## config.mk

```make
export PLATFORM = sky130hd
export DESIGN_NAME = mem_ctrl
export DESIGN_NICKNAME = d
export VERILOG_FILES = /design/src/rtl/mem_ctrl_pkg.sv /design/src/rtl/mem_ctrl.sv
export SDC_FILE = /design/constraint.sdc
export NUM_CORES = 1
export LEC_CHECK = 0
export BUFFER_PORTS_ARGS = -buffer_cell sky130_fd_sc_hd__buf_2
export CAP_MARGIN = 20
export CORE_MARGIN = 5
export CORE_UTILIZATION = 30
export DETAILED_ROUTE_END_ITERATION = 10
export SYNTH_ARGS = -nofsm -noshare
export SYNTH_HDL_FRONTEND = slang
export SYNTH_SLANG_ARGS = --single-unit
export TNS_END_PERCENT = 30
```

## constraint.sdc

```tcl
create_clock -name clk -period 4.1 [get_ports clk]
set_input_delay 0.41 -clock clk [delete_from_list [all_inputs] [get_ports clk]]
set_output_delay 0.41 -clock clk [all_outputs]
set_load 0.01 [all_outputs]
```

## src/rtl/mem_ctrl_pkg.sv

```systemverilog
// ---------------------------------------------------------------------------
// mem_ctrl_pkg
// Shared definitions for the single-port memory controller: FSM state
// encodings, access-size encodings, pipeline control constants and small
// helpers that turn an access size into a byte count or a data mask.
// ---------------------------------------------------------------------------
package mem_ctrl_pkg;

   // Reset level and stall-request level shared with the pipeline control
   localparam logic RstEnable = 1'b1;
   localparam logic Stop      = 1'b1;

   // Controller states
   typedef enum logic [1:0] {
      MemIdle = 2'b00,
      MemIfRd = 2'b01,
      MemRd   = 2'b10,
      MemWr   = 2'b11
   } memState_e;

   // Access size encodings as driven by the MEM stage (2'b11 is also a word)
   localparam logic [1:0] MemByte = 2'b00;
   localparam logic [1:0] MemHalf = 2'b01;
   localparam logic [1:0] MemWord = 2'b10;

   // Number of byte transfers needed for an access of the given size
   function automatic logic [2:0] sizeBytes(input logic [1:0] size);
      case (size)
         MemByte: sizeBytes = 3'd1;
         MemHalf: sizeBytes = 3'd2;
         default: sizeBytes = 3'd4;
      endcase
   endfunction

   // Mask keeping only the bytes that belong to an access of the given size
   function automatic logic [31:0] sizeMask(input logic [1:0] size);
      case (size)
         MemByte: sizeMask = 32'h0000_00FF;
         MemHalf: sizeMask = 32'h0000_FFFF;
         default: sizeMask = 32'hFFFF_FFFF;
      endcase
   endfunction

endpackage

```

## src/rtl/mem_ctrl.sv

```systemverilog
// ---------------------------------------------------------------------------
// mem_ctrl
// Arbitrates instruction fetch (IF) and data access (MEM) onto one byte-wide
// synchronous RAM. Each 32-bit access is serialised into byte transfers and
// read bytes are assembled little-endian. MEM wins arbitration in IDLE; an
// access in progress is never preempted.
//
// Ports:
//   clk, rst                    clock, synchronous active-high reset
//   if_req/if_addr              fetch request and byte address
//   if_done/if_inst             one-cycle completion pulse and fetched word
//   mem_req/mem_we/mem_addr     data request, store flag, byte address
//   mem_size/mem_wdata          access size and store data
//   mem_done/mem_rdata          one-cycle completion pulse and load data
//   ram_addr/ram_wr/ram_dout    RAM address, write strobe, write byte
//   ram_din                     RAM read byte (one cycle after its address)
//   req_if/req_mem              stall requests toward pipeline control
//
// Build option MEM_CTRL_SUBWORD_EN: when defined, byte and half loads only
// read the bytes they need; otherwise every load reads a full word and the
// result is masked down to the requested size.
// ---------------------------------------------------------------------------
module mem_ctrl
   import mem_ctrl_pkg::*;
(
   input  logic        clk,
   input  logic        rst,
   input  logic        if_req,
   input  logic [31:0] if_addr,
   output logic        if_done,
   output logic [31:0] if_inst,
   input  logic        mem_req,
   input  logic        mem_we,
   input  logic [31:0] mem_addr,
   input  logic [1:0]  mem_size,
   input  logic [31:0] mem_wdata,
   output logic        mem_done,
   output logic [31:0] mem_rdata,
   output logic [31:0] ram_addr,
   output logic        ram_wr,
   output logic [7:0]  ram_dout,
   input  logic [7:0]  ram_din,
   output logic        req_if,
   output logic        req_mem
);

   memState_e   state_q, state_d;
   logic [2:0]  cnt_q, cnt_d;
   logic [2:0]  n_q, n_d;
   logic [31:0] base_q, base_d;
   logic [1:0]  size_q, size_d;
   logic [31:0] wdata_q, wdata_d;
   logic [31:0] buf_q, buf_d;
   logic        ifDone_q, ifDone_d;
   logic        memDone_q, memDone_d;
   logic [31:0] ifInst_q, ifInst_d;
   logic [31:0] memRdata_q, memRdata_d;
   logic [5:0]  shift;

   // A requester whose done is pulsing this cycle is finishing, not asking
   // again, so its request is masked both as a stall and for arbitration.
   assign req_if  = (if_req  & ~ifDone_q)  ? Stop : ~Stop;
   assign req_mem = (mem_req & ~memDone_q) ? Stop : ~Stop;

   assign if_done   = ifDone_q;
   assign mem_done  = memDone_q;
   assign if_inst   = ifInst_q;
   assign mem_rdata = memRdata_q;

   // Next-state logic: arbitration in IDLE, byte sequencing in the access
   // states. Reads spend one extra cycle with cnt == N so the last RAM byte,
   // which arrives one cycle after its address, can be captured.
   always_comb begin
      state_d    = state_q;
      cnt_d      = cnt_q;
      n_d        = n_q;
      base_d     = base_q;
      size_d     = size_q;
      wdata_d    = wdata_q;
      buf_d      = buf_q;
      ifDone_d   = 1'b0;
      memDone_d  = 1'b0;
      ifInst_d   = ifInst_q;
      memRdata_d = memRdata_q;
      ram_addr   = 32'h0;
      ram_wr     = 1'b0;
      ram_dout   = 8'h0;
      shift      = {cnt_q - 3'd1, 3'b000};

      case (state_q)
         MemIdle: begin
            if (req_mem == Stop) begin
               base_d  = mem_addr;
               size_d  = mem_size;
               wdata_d = mem_wdata;
               cnt_d   = 3'd0;
               buf_d   = 32'h0;
               if (mem_we) begin
                  state_d = MemWr;
                  n_d     = sizeBytes(mem_size);
               end else begin
                  state_d = MemRd;
`ifdef MEM_CTRL_SUBWORD_EN
                  n_d     = sizeBytes(mem_size);
`else
                  n_d     = 3'd4;
`endif
               end
            end else if (req_if == Stop) begin
               state_d = MemIfRd;
               base_d  = if_addr;
               size_d  = MemWord;
               cnt_d   = 3'd0;
               n_d     = 3'd4;
               buf_d   = 32'h0;
            end
         end

         MemIfRd, MemRd: begin
            if (cnt_q < n_q) begin
               ram_addr = base_q + {29'b0, cnt_q};
            end
            if (cnt_q != 3'd0) begin
               buf_d = buf_q | (32'(ram_din) << shift);
            end
            if (cnt_q == n_q) begin
               state_d = MemIdle;
               cnt_d   = 3'd0;
               if (state_q == MemIfRd) begin
                  ifDone_d = 1'b1;
                  ifInst_d = buf_d;
               end else begin
                  memDone_d  = 1'b1;
                  memRdata_d = buf_d & sizeMask(size_q);
               end
            end else begin
               cnt_d = cnt_q + 3'd1;
            end
         end

         MemWr: begin
            ram_wr   = 1'b1;
            ram_addr = base_q + {29'b0, cnt_q};
            ram_dout = 8'(wdata_q >> {cnt_q, 3'b000});
            if (cnt_q == n_q - 3'd1) begin
               state_d   = MemIdle;
               cnt_d     = 3'd0;
               memDone_d = 1'b1;
            end else begin
               cnt_d = cnt_q + 3'd1;
            end
         end

         default: state_d = MemIdle;
      endcase
   end

   // State register; reset aborts any access without a done pulse
   always_ff @(posedge clk) begin
      if (rst == RstEnable) begin
         state_q    <= MemIdle;
         cnt_q      <= 3'd0;
         n_q        <= 3'd0;
         base_q     <= 32'h0;
         size_q     <= MemByte;
         wdata_q    <= 32'h0;
         buf_q      <= 32'h0;
         ifDone_q   <= 1'b0;
         memDone_q  <= 1'b0;
         ifInst_q   <= 32'h0;
         memRdata_q <= 32'h0;
      end else begin
         state_q    <= state_d;
         cnt_q      <= cnt_d;
         n_q        <= n_d;
         base_q     <= base_d;
         size_q     <= size_d;
         wdata_q    <= wdata_d;
         buf_q      <= buf_d;
         ifDone_q   <= ifDone_d;
         memDone_q  <= memDone_d;
         ifInst_q   <= ifInst_d;
         memRdata_q <= memRdata_d;
      end
   end

endmodule

```

After elaboration in Yosys (flattened, before gate mapping) --
Cells that the tools add are included.
Word-level totals: output and inout bits 109, bits in writable memories 0, latch bits 0, memories kept 0, input port bits 111, ROM bits 0, logic and storage cells 90, register bits after elaboration 172
Cells by class: reduce and logical (&&, ||, !) cells 14, eq/ne operators 10, add/sub/neg operators 4, bitwise gates (word level) 9, shift-type cells 2, muxes and demuxes 39, $mul 0, div/mod/pow operators 0, $lt $le $gt $ge 1
Operator list (count):
- $mux W32 | 10
- $pmux W32 S2 | 3
- $add A32 B3 Y32 | 1
- $and A32 B32 Y32 | 1
- $or A32 B32 Y32 | 1
- $shl A8 B6 Y32 | 1
- $shr A32 B6 Y8 | 1
- $mux W3 | 7
- $mux W2 | 6
- $pmux W3 S3 | 1
- $reduce_and A3 Y1 | 3
- $mux W1 | 8
- $mux W8 | 1
- $eq A2 B1 Y1 const B | 3
- $eq A3 B3 Y1 | 2
- $logic_not A2 Y1 | 3
- $pmux W2 S3 | 1
- $pmux W3 S2 | 1
- $reduce_and A2 Y1 | 3
- $sub A3 B1 Y3 const B | 2
- $not A1 Y1 | 5
- $eq A2 B2 Y1 const B | 2
- $ne A2 B2 Y1 const B | 2
- $reduce_bool A2 Y1 | 2
- 8 further kinds | 9

Depth between registers and ports, before layout --
word-level depth 6, mapped depth 9, depth with buffers taken out 8

Worst setup path after synthesis --
Ideal clock, no wire load.
path type register to output, from register cnt_q[1], to output port ram_addr[28], path buffers 1, arrival time 2.296 ns, setup slack 1.394 ns, stages on the path, launching flop included 9, required time 3.690 ns, cells stage by stage dfxtp_1 > clkbuf_1 > inv_1 > fa_1 > nor2b_1 > o2111ai_1 > nor4_1 > xnor2_1 > nor2_1
Between the ends: word-level cells in the longest chain between the ends 3, elaborated cells between the ends (all ways) 4, those cells by class add/sub (1); order compare (1); mux (2)
RTL lines:
- start: declaration | line mem_ctrl.sv:48 | logic [2:0] cnt_q, cnt_d;
- start signal: assignment | line mem_ctrl.sv:174 | cnt_q <= cnt_d;
- $add A32 B3 Y32 / $lt A3 B3 Y1 (equally long branches) | line mem_ctrl.sv:121, mem_ctrl.sv:143, mem_ctrl.sv:120
- $mux W32 | line mem_ctrl.sv:120 | if (cnt_q < n_q) begin
- $pmux W32 S2 * | line mem_ctrl.sv:90 | case (state_q)
- end: declaration | line mem_ctrl.sv:39 | output logic [31:0] ram_addr,
Every way passes the cells marked *; elsewhere a longest branch is shown, timed or not.

Final worst setup path --
from register cnt_q[0], to output port ram_addr[20]
The elaborated chain is that of the path after synthesis.

==> impl_results.rst <==
.. list-table::
   :header-rows: 1

   * - Metric
     - Value
   * - Residual DRC count
     - 0
   * - Slowest stage cell, crit path
     - dfxtp_1
   * - Final hold violation count
     - 0
   * - Antenna violations before repair
     - 3
   * - Slew Limit Headroom
     - 0.3240
   * - First-pass GRT wire length
     - roughly 38000 microns
   * - Resized Gates After CTS
     - 0
   * - Placeable Area
     - approximately 26000 sq um
   * - Max Cap Violations
     - 0
   * - Outcome
     - complete, no violations
   * - Filler Cells Inserted
     - 2663
   * - Post-synthesis sequential area ratio
     - 0.4429
   * - Detailed placement HPWL
     - 18160 microns
   * - Vias
     - 7441
   * - Aggregate routed wire length
     - 25050 microns
   * - Die Width
     - 171.0 microns
   * - Static leakage
     - between 4 and 5 nW
   * - Switching share of total power
     - 0.3634
   * - Starting DRC count in detailed routing
     - 537
   * - Effective utilization at floorplan
     - 0.3018
   * - R2r worst-path depth
     - 8
   * - Crit-path max cell delay
     - approximately 480 ps
   * - Post-synthesis instance area
     - 7775 sq um
   * - Fraction of registers with async set or reset after synthesis
     - 0
   * - Synth-to-layout area growth
     - 26.39%
   * - Number of nets in the layout
     - 1264
   * - Dominant synthesized flop cell
     - dfxtp_1
   * - Total placed cells including tap cells
     - between 1000 and 1500
   * - Antenna diode count
     - 0
   * - Max Fanout on Critical Path
     - 8
   * - Combinational share of power
     - 0.269
   * - Synthesis warning total
     - 0
   * - Average routed wire per standard cell
     - 16.86 microns
   * - Launching element type of the critical path
     - register
   * - Worst-case clock skew
     - 11.61 ps
   * - Pin count of the biggest net entering global routing
     - 95
   * - Final design utilization
     - 0.3814
   * - Remaining global-route overflow
     - 0
   * - Clock transition at path regs
     - 70 ps
   * - Syn Area/Cell
     - 8.210 sq um
   * - # port buffers
     - between 200 and 250
   * - Post-synthesis net count
     - 1073
   * - Area of all placed cells without fillers
     - 9827 sq um
   * - Setup repair after global routing missed its margin
     - false
   * - Sequential cell area
     - 3443 sq um
   * - Worst-case vdd ir drop
     - roughly 0.30 mV
   * - Clock H-tree levels
     - 4
   * - Register bit total from synthesis
     - 172
   * - Count of TritonRoute iterations in the first routing pass
     - 5
   * - Clock latency on the worst-skew pair
     - 440 ps
   * - Worst-Margin Slew
     - 1014 ps
   * - Post-Layout Cell Count
     - 1486
   * - Final Wtd Congestion
     - 0.8582
   * - Num CTS Buffers
     - 17
   * - CP required
     - 3690 ps
   * - Sequential cell fraction of total power
     - 0.412
   * - Quantity of hold-fixing buffers added after cts
     - 0
   * - Endpoint kind of the worst setup timing path
     - output pin
   * - Critical register-to-register path endpoint
     - mem_rdata[15]
   * - Arrival @ worst endpoint
     - 2920 ps
   * - Setup slack, reg-to-reg
     - between 1000 and 1500 ps
   * - Number of synthesized flops with an enable pin
     - 0
   * - Power density over cell area
     - 513.6 nW/um^2
   * - Total setup buffers inserted after CTS
     - 0
   * - Fraction of final layout cells with drive strength greater than 1
     - 0.2502
   * - Net Switching
     - 1.834 mW
   * - Die height
     - 171.0 microns
   * - Boundary pin count
     - 220
   * - TritonCTS clock tree
     - yes
   * - Vias in the first global route
     - approximately 7000
   * - Clk network pwr share
     - 0.319
   * - TNS Setup
     - 0 ps
   * - Endpoints failing setup
     - 0
   * - Footprint of the multi-input gates
     - 4029 sq um
   * - Overall global routing resource usage
     - 0.1660
   * - Fmax
     - 0.3006 GHz
   * - Critical Path End
     - ram_addr[20]
   * - Total number of placement rows
     - roughly 60
   * - Cell internal pwr
     - between 3 and 4 mW
   * - Worst flop-to-flop path startpoint
     - cnt_q[0]
   * - Placed standard-cell area
     - 9213 sq um
   * - Number of unique standard cell types used by synthesis
     - between 40 and 50
   * - Tmin final
     - 3326 ps
   * - Clock root buffer
     - clkbuf_16
   * - Post-route clock period utilization
     - 0.8113
   * - Critical path startpoint
     - cnt_q[0]
   * - Count of clock tree sinks
     - 172
   * - Category of the most critical setup path
     - register to output pin
   * - Number of instances in the synthesized netlist
     - 947
   * - Max-slew violation total from the final report
     - 0
   * - Cell breakdown of the critical path
     - ha_1 > inv_1 > fa_1 > nor2b_1 > buf_4 > o2111ai_1 > nor4_1 > xnor2_1 > nor2_1 > buf_2
   * - ANT nets after route
     - 0
   * - Full die area
     - 29240 sq um
   * - Path type of the worst min-delay path
     - input pin to register
   * - Bufs on Longest Clock Path
     - 2
   * - Vias per std cell
     - 5.007
synth_stat cells, types with 3 or more instances:
| library cell | count | area [sq um] |
|---|---|---|
| nor2b_1 | 15 | 93.84 |
| a21o_1 | 18 | 135.1 |
| and4_1 | 5 | 43.79 |
| a21oi_1 | 75 | 375.4 |
| nand2_1 | 155 | 581.8 |
| dfxtp_1 | 172 | 3443 |
| ha_1 | 14 | 175.2 |
| a22oi_1 | 42 | 315.3 |
| and3_1 | 4 | 25.02 |
| or2_2 | 3 | 18.77 |
| xor2_1 | 4 | 35.03 |
| xnor2_1 | 22 | 192.7 |
| mux2i_1 | 16 | 160.2 |
| nand4_1 | 6 | 37.54 |
| nand3_1 | 7 | 35.03 |
| nand2b_1 | 13 | 81.33 |
| a211oi_1 | 25 | 187.7 |
| o21ai_0 | 6 | 30.03 |
| o31ai_1 | 3 | 22.52 |
| mux4_2 | 8 | 180.2 |
| buf_1 | 5 | 18.77 |
| or3_1 | 5 | 31.28 |
| nor2_1 | 152 | 570.6 |
| nor4_1 | 5 | 31.28 |
| a311oi_1 | 32 | 280.3 |
| and2_1 | 11 | 68.82 |
| nor3b_1 | 5 | 37.54 |
| clkbuf_1 | 59 | 221.5 |
| nor3_1 | 23 | 115.1 |
| inv_1 | 17 | 63.81 |
worst min-delay path by stage:
| stage | startpoint | end | slack [ps] | cells past startpoint |
|---|---|---|---|---|
| floorplan | wdata_q[16] | wdata_q[16] | 430 | 2 |
| finish | mem_wdata[13] | wdata_q[13] | 210 | 3 |
| global route | mem_wdata[13] | wdata_q[13] | 190 | 3 |
| global placement | mem_rdata[23] | mem_rdata[23] | 440 | 2 |
| CTS | mem_wdata[13] | wdata_q[13] | 190 | 3 |
| detailed placement | wdata_q[17] | wdata_q[17] | 450 | 2 |
through the flow:
step,hold slack (ps),setup slack (ps),power [mW]
after global routing,192.6,561.5,5.353
final,208.7,773.7,5.047
after floorplan,433.1,1394,2.984
after CTS,190.3,772.5,5.080
after global placement,437.3,1304,3.453
after detailed placement,446.1,1266,3.467
placed cells by master (no fill, tap or decap), types with 7 or more instances in the layout:
| cell | Yosys | final |
|---|---|---|
| buf_4 | 1 | 19 |
| nor3_1 | 23 | 23 |
| dfxtp_1 | 172 | 172 |
| a211oi_1 | 25 | 25 |
| and2_1 | 11 | 11 |
| clkbuf_16 | 0 | 17 |
| nor2b_1 | 15 | 15 |
| xnor2_1 | 22 | 22 |
| a22oi_1 | 42 | 42 |
| nand2b_1 | 13 | 13 |
| mux2i_1 | 16 | 16 |
| a311oi_1 | 32 | 32 |
| nand3_1 | 7 | 7 |
| inv_1 | 17 | 17 |
| a21o_1 | 18 | 18 |
| nand2_1 | 155 | 155 |
| a21oi_1 | 75 | 75 |
| mux4_2 | 8 | 8 |
| ha_1 | 14 | 14 |
| nor2_1 | 152 | 152 |
| buf_2 | 2 | 218 |
cell families after synthesis:
family / Yosys count / share of synthesized area
AO/OA/AOI/OAI: 208 / 0.1791
adder cells (fa/ha/maj): 15 / 0.02510
multiplexers: 24 / 0.04377
XOR/XNOR: 27 / 0.03234
AND/OR/NAND/NOR: 416 / 0.2350
buffers and inverters: 85 / 0.04184
flip-flops: 172 / 0.4429
registers in the layout, indices dropped and copies added (netlist names):
signal / cells
buf_q: 32
size_q: 2
state_q: 2
cnt_q: 3
wdata_q: 32
if_done: 1
base_q: 32
n_q: 3
mem_rdata: 32
if_inst: 32
mem_done: 1
metal layers:
metal	vias to the layer above	wire, microns	track usage
met5	-	41	0
met4	6	451	0.04823
met3	39	2183	0.05291
met2	295	11250	0.2600
met1	3445	11130	0.2204
li1	3656	-	-
critical path, delay by kind of cell, from the launching register on:
| family | cells | cell delay (ps) |
|---|---|---|
| and+or+nand+nor | 3 | 570 |
| DFF | 1 | 480 |
| adders and majority gates | 2 | 600 |
| AOI/OAI and AO/OA | 1 | 310 |
| xor gates and xnor gates | 1 | 160 |
| buffers and inverters | 3 | 360 |
layout make-up:
cell class,instances,area share
Timing Repair Buffer,239,0.1304
Inverter,18,0.006875
Clock inverter,14,0.01502
Sequential cell,172,0.3504
Multi-Input combinational cell,690,0.4100
Tap cell,335,0.04265
Clock buffer,18,0.04469
power by group through the flow:
stage | Sequential (mW) | Combinational, mW | Clock [mW]
after global placement | 2.12 | 1.33 | 0
after detailed placement | 2.12 | 1.34 | 0
after floorplan | 2.09 | 0.896 | 0
after global routing | 2.12 | 1.51 | 1.73
final | 2.08 | 1.36 | 1.61
after CTS | 2.08 | 1.35 | 1.65
Note: power is estimated with default switching activity, not from simulation.
